<file path="src/rtl/reg_bank_wr_arbiter.sv">
// reg_bank_wr_arbiter
//   Round-robin write arbiter and sequencer for a shared register bank.
//   Requesters offer addr/data with a valid/ready handshake. One requester
//   is granted per cycle. A granted requester may hold a lock for up to
//   MAX_BURST beats. Accepted writes are registered onto a one-hot
//   write-enable vector and a shared data bus for the bank.
//
// Ports
//   clk        : clock, rising edge
//   arst_in    : asynchronous reset, active-high
//   stall_in   : freezes arbitration, no transfers while high
//   req_valid  : per-requester request valid
//   req_lock   : per-requester burst-lock request, sampled with valid
//   req_addr   : packed addresses, requester i at [i*ADDR_W +: ADDR_W]
//   req_data   : packed data, requester i at [i*WIDTH +: WIDTH]
//   req_ready  : one-hot or zero grant; transfer = valid & ready
//   reg_we     : registered one-hot write enable to the bank
//   reg_din    : registered write data to every bank register
//   err_addr   : registered one-cycle pulse on an out-of-range address
module reg_bank_wr_arbiter #(
  parameter int unsigned NUM_REQ   = 4,
  parameter int unsigned NUM_REGS  = 8,
  parameter int unsigned WIDTH     = 20,
  parameter int unsigned ADDR_W    = 3,
  parameter int unsigned MAX_BURST = 4
) (
  input  logic                      clk,
  input  logic                      arst_in,
  input  logic                      stall_in,
  input  logic [NUM_REQ-1:0]        req_valid,
  input  logic [NUM_REQ-1:0]        req_lock,
  input  logic [NUM_REQ*ADDR_W-1:0] req_addr,
  input  logic [NUM_REQ*WIDTH-1:0]  req_data,
  output logic [NUM_REQ-1:0]        req_ready,
  output logic [NUM_REGS-1:0]       reg_we,
  output logic [WIDTH-1:0]          reg_din,
  output logic                      err_addr
);

  localparam int unsigned PTR_W = (NUM_REQ > 1) ? $clog2(NUM_REQ) : 1;
  localparam int unsigned CNT_W = $clog2(MAX_BURST + 1);

  typedef enum logic [0:0] {
    ST_IDLE  = 1'b0,
    ST_BURST = 1'b1
  } state_e;

  state_e              state_q, state_d;
  logic [PTR_W-1:0]    ptr_q, ptr_d;
  logic [PTR_W-1:0]    owner_q, owner_d;
  logic [CNT_W-1:0]    burst_cnt_q, burst_cnt_d;
  logic [NUM_REGS-1:0] reg_we_q, reg_we_d;
  logic [WIDTH-1:0]    reg_din_q, reg_din_d;
  logic                err_addr_q, err_addr_d;

  // Arbitration
  logic [2*NUM_REQ-1:0] rot_valid;
  logic                 found;
  int unsigned          k_sel;
  logic [PTR_W-1:0]     idle_idx;
  logic [NUM_REQ-1:0]   gnt_oh;

  // Valid vector is doubled and rotated by ptr so the first set bit gives
  // the wrap-around offset from ptr without variable indexing.
  always_comb begin
    rot_valid = {req_valid, req_valid} >> ptr_q;
    found     = 1'b0;
    k_sel     = 0;
    for (int unsigned k = 0; k < NUM_REQ; k++) begin
      if (!found && rot_valid[k]) begin
        found = 1'b1;
        k_sel = k;
      end
    end
    idle_idx = PTR_W'((32'(ptr_q) + k_sel) % NUM_REQ);

    gnt_oh = '0;
    for (int unsigned i = 0; i < NUM_REQ; i++) begin
      if (state_q == ST_IDLE) begin
        gnt_oh[i] = found && (idle_idx == PTR_W'(i));
      end else begin
        gnt_oh[i] = req_valid[i] && (owner_q == PTR_W'(i));
      end
    end

    // Reset also masks the grant so nothing is accepted while it is held.
    req_ready = (arst_in || stall_in) ? '0 : gnt_oh;
  end

  // Selected transfer (ready already implies valid)
  logic              xfer;
  logic [PTR_W-1:0]  sel_idx;
  logic              sel_lock;
  logic [ADDR_W-1:0] sel_addr;
  logic [WIDTH-1:0]  sel_data;

  always_comb begin
    xfer     = |req_ready;
    sel_idx  = '0;
    sel_lock = 1'b0;
    sel_addr = '0;
    sel_data = '0;
    for (int unsigned i = 0; i < NUM_REQ; i++) begin
      if (req_ready[i]) begin
        sel_idx  = PTR_W'(i);
        sel_lock = req_lock[i];
        sel_addr = req_addr[i*ADDR_W +: ADDR_W];
        sel_data = req_data[i*WIDTH +: WIDTH];
      end
    end
  end

  // FSM / pointer / burst counter
  logic [CNT_W-1:0] cnt_inc;
  logic             release_lock;

  always_comb begin
    state_d      = state_q;
    ptr_d        = ptr_q;
    owner_d      = owner_q;
    burst_cnt_d  = burst_cnt_q;
    cnt_inc      = burst_cnt_q + 1'b1;
    release_lock = 1'b0;

    case (state_q)
      ST_IDLE: begin
        if (xfer) begin
          ptr_d = PTR_W'((32'(sel_idx) + 1) % NUM_REQ);
          if (sel_lock && (MAX_BURST > 1)) begin
            state_d     = ST_BURST;
            owner_d     = sel_idx;
            burst_cnt_d = CNT_W'(1);
          end
        end
      end
      ST_BURST: begin
        if (!stall_in) begin
          if (xfer) begin
            burst_cnt_d  = cnt_inc;
            release_lock = !sel_lock || (32'(cnt_inc) == MAX_BURST);
          end else begin
            // Owner dropped valid: give the bus back.
            release_lock = 1'b1;
          end
          if (release_lock) begin
            state_d     = ST_IDLE;
            ptr_d       = PTR_W'((32'(owner_q) + 1) % NUM_REQ);
            burst_cnt_d = '0;
          end
        end
      end
      default: begin
        state_d = ST_IDLE;
      end
    endcase
  end

  // Write stage
  logic addr_ok;

  always_comb begin
    addr_ok = 32'(sel_addr) < NUM_REGS;
    for (int unsigned r = 0; r < NUM_REGS; r++) begin
      reg_we_d[r] = xfer && addr_ok && (32'(sel_addr) == r);
    end
    err_addr_d = xfer && !addr_ok;
    reg_din_d  = xfer ? sel_data : reg_din_q;
  end

  always_ff @(posedge clk or posedge arst_in) begin
    if (arst_in) begin
      state_q     <= ST_IDLE;
      ptr_q       <= '0;
      owner_q     <= '0;
      burst_cnt_q <= '0;
      reg_we_q    <= '0;
      reg_din_q   <= '0;
      err_addr_q  <= 1'b0;
    end else begin
      state_q     <= state_d;
      ptr_q       <= ptr_d;
      owner_q     <= owner_d;
      burst_cnt_q <= burst_cnt_d;
      reg_we_q    <= reg_we_d;
      reg_din_q   <= reg_din_d;
      err_addr_q  <= err_addr_d;
    end
  end

  assign reg_we   = reg_we_q;
  assign reg_din  = reg_din_q;
  assign err_addr = err_addr_q;

endmodule
</file>
<file path="config.mk">
export PLATFORM = sky130hd
export DESIGN_NAME = reg_bank_wr_arbiter
export DESIGN_NICKNAME = d
export VERILOG_FILES = /design/src/rtl/reg_bank_wr_arbiter.sv
export SDC_FILE = /design/constraint.sdc
export NUM_CORES = 1
export LEC_CHECK = 0
export BUFFER_PORTS_ARGS = -buffer_cell sky130_fd_sc_hd__buf_4
export CAP_MARGIN = 20
export CELL_PAD_IN_SITES_DETAIL_PLACEMENT = 0
export CELL_PAD_IN_SITES_GLOBAL_PLACEMENT = 1
export CORE_ASPECT_RATIO = 1.1
export CORE_MARGIN = 2
export CORE_UTILIZATION = 29
export DETAILED_ROUTE_END_ITERATION = 7
export PLACE_DENSITY = 0.73
export SKIP_LAST_GASP = 1
export SLEW_MARGIN = 20
export SYNTH_ARGS = -nofsm -noshare
export SYNTH_HDL_FRONTEND = slang
export SYNTH_SLANG_ARGS = --single-unit
</file>
<file path="constraint.sdc">
create_clock -name clk -period 3 [get_ports clk]
set_clock_uncertainty 0.1 [all_clocks]
set_input_delay 0.45 -clock clk [delete_from_list [all_inputs] [get_ports clk]]
set_output_delay 0.45 -clock clk [all_outputs]
set_load 0.03 [all_outputs]
</file>
==> results.md <==
- Met1 wire length: 3.98 mm
- # setup viols final: 0
- Tmin final: 2.97 ns
- Routed WL: 9.98 mm
- First-pass GRT wire length: 14.1 mm
- # clock sinks: 36
- Mapped Area: 0.00261 mm²
- CORE AREA: 0.00878 mm²
- Worst Path Arrival: 2.42 ns
- Clock transition at path regs: 0.08 ns
- Initial DRC Count: 242
- Antenna cell count: 0
- Detail Placement HPWL: 7.47 mm
- Final Hold Viols: 0
- FF+latch count, synth: 36
- FF-to-FF path depth: 14
- Worst skew pair latency: 0.29 ns
- Pwr dens: 931 mW/mm²
- Largest area contributor in the netlist: dfrtp_1
- CTS Buffer Depth: 2
- Overflow after GRT: 0
- Main synth FF type: dfrtp_1
- Starting density of the core: 0.297
- Worst Tran Pin Value: 0.546 ns
- Critical Path End Type: output port
- Post-DRT Antenna Nets: 0
- Initial antenna violation count: 0
- Cell row count: 36
- Async SR Flop Fraction: 1.00
- Slew Limit Fails: 0
- Hold crit path type: input port to asynchronous set/reset pin
- Drt drc: 0
- Total die area: 0.00977 mm²
- Pin count of the biggest net entering global routing: 31
- DR WL met3: 389 µm
- PortBufs: 134
- End of the critical path: req_ready[1]
- Synth warn: 0
- Sequential fraction of the synthesis area: 0.345
- Startpoint Class: flop
- Fmax achieved: 337 MHz
- Power, Total: 0.00413 W
- DR top layer: met4
- Inst Count DP: 549
- Mapped Cells: 294
- EDFF count, synth: 0
- TritonCTS clock tree: done
- Vias per cell: 5.23
- Worst r2r dst: ptr_q[0]
- Worst reg2reg setup slack: 0.07 ns
- Setup TNS Final: 0 ns
- WL per Instance: 17.3 µm
- Inserted Clock Buffers: 5
- RSZ-0062 raised after global routing: yes
- Max transition margin: 0.633
- Met2 routed wirelength: 5.28 mm
- # H-tree levels: 2
- Syn nets: 400
- End-of-flow core utilization: 0.505
- Die H: 103 µm
- Max FO, Critical Path: 5
- CTS Hold Bufs: 0
- CTS root buf: clkbuf_8
- Launch point of the worst path: ptr_q[0]
- Vias in the first global route: 2,732
- Synth cell types: 70
- CP Data Required Time: 2.45 ns
- Outcome: finished, final reports clean
- Hold Slack: 0.115 ns
- Largest cells by area after synthesis: dfrtp_1 35%, a222oi_1 7.7%, nand2_1 5.9%
- Fin crit share: 0.990
- Maxcap violations: 0
- Io pins: 136
- Via Count: 3,016
- Share of layout cells above drive strength 1: 0.497
- Finished Layout Cells: 577
- Worst Setup Path Type: flop to output port
- Number of detailed-route iterations in the first pass: 8
- DIE WIDTH: 94.4 µm
- Final nets: 568
- Most frequent cells in the layout: 169 x buf_4, 40 x nand2_1, 35 x dfrtp_1, 28 x nor2_1
- Synth top area share: 0.345
- Area Overhead vs Synth: 70.1%
- Most common cell after layout, fill and taps aside: buf_4
- Worst r2r src: ptr_q[0]
- Total GRT Usage: 0.186
- Leakage: 2.03 nW
- GP Congestion: 0.896
- Peak supply drop: 386 µV
- Syn avg cell area: 8.87 µm²
## metal layers
layer / track usage / vias up
met4: 0.0680 / 0
met1: 0.238 / 1438
met2: 0.312 / 95
met3: 0.0406 / 21
li1: - / 1462
met5: 0 / -
## kinds of logic after synthesis
family | after synthesis | share of synthesized area
muxes | 8 | 0.0345
other | 1 | 0.00144
and+or+nand+nor | 121 | 0.244
buffers and inverters | 34 | 0.0609
DFF | 36 | 0.345
xor gates and xnor gates | 4 | 0.0134
adders and majority gates | 3 | 0.0144
AOI/OAI and AO/OA | 87 | 0.286
## final cells by class
class,instances,area [µm²]
inverter,8,32.5
timing repair buffer,187,1570
tap,114,143
clock buffer,8,90.1
sequential,36,902
fill,868,4350
multi-input combinational,224,1700
## critical path, cell delays in order, from the launching register on
cell and delay [ns]:
dfrtp_2 0.46, o311ai_2 0.23, o21ai_1 0.11, o221ai_2 0.09, ha_4 0.20, xor2_4 0.21
and3_4 0.21, nand4_2 0.13, nand3_4 0.16, o22a_4 0.16, inv_4 0.04, buf_6 0.13
## through the flow
| step | area, µm² | setup WS (ns) |
|---|---|---|
| floorplan | 2650 | 0.00456 |
| global placement | 3970 | 0.0354 |
| detailed placement | 3970 | -0.0754 |
| CTS | 4180 | -0.0139 |
| global route | 4440 | -0.140 |
| finish | 4440 | 0.0314 |
## state kept, by name, indices dropped and copies added (netlist names)
name         cells
state_q          1
burst_cnt_q      3
reg_we           8
ptr_q            2
owner_q          2
reg_din         20
## cells in the mapped netlist (all sizes together) (3+ instances only)
library cell	number
xor2	3
dfrtp	36
nand2b	3
clkbuf	10
o2111ai	4
buf	16
o211ai	3
o21ai	11
a222oi	20
nor3b	3
mux2i	3
nand3	10
nor2	29
nor2b	3
nor3	8
a211oi	4
and3	3
a21oi	6
nand2	41
nor4b	3
or2	3
nand4	3
a31oi	20
nor4	3
ha	3
inv	8
a21o	3
mux2	5
## power by group
| group | switching (W) | internal (W) |
|---|---|---|
| logic | 0.00153 | 0.00139 |
| registers | 0.000160 | 0.000690 |
| clock network | 0.000174 | 0.000188 |
## repair_timing
| item | 4_1_cts | 5_1_grt |
|---|---|---|
| pin swaps | 7 | 17 |
| resized for setup | 11 | 24 |
| setup endpoints to repair | 4 | 36 |
| cloned | 1 | 1 |
| setup buffers | 5 | 13 |
## how the worst min path moves through the flow
stage	start	endpoint	slack (ns)	depth (start not counted)
4_1_cts	req_data[28]	reg_din[8]	0.31	3
2_1_floorplan	burst_cnt_q[1]	burst_cnt_q[1]	0.44	2
3_3_place_gp	reg_din[2]	reg_din[2]	0.43	2
5_1_grt	arst_in	burst_cnt_q[1]	0.15	2
6_report	arst_in	reg_din[4]	0.11	2
3_5_place_dp	reg_din[10]	reg_din[10]	0.44	2
(Power assumes the default switching activity.)
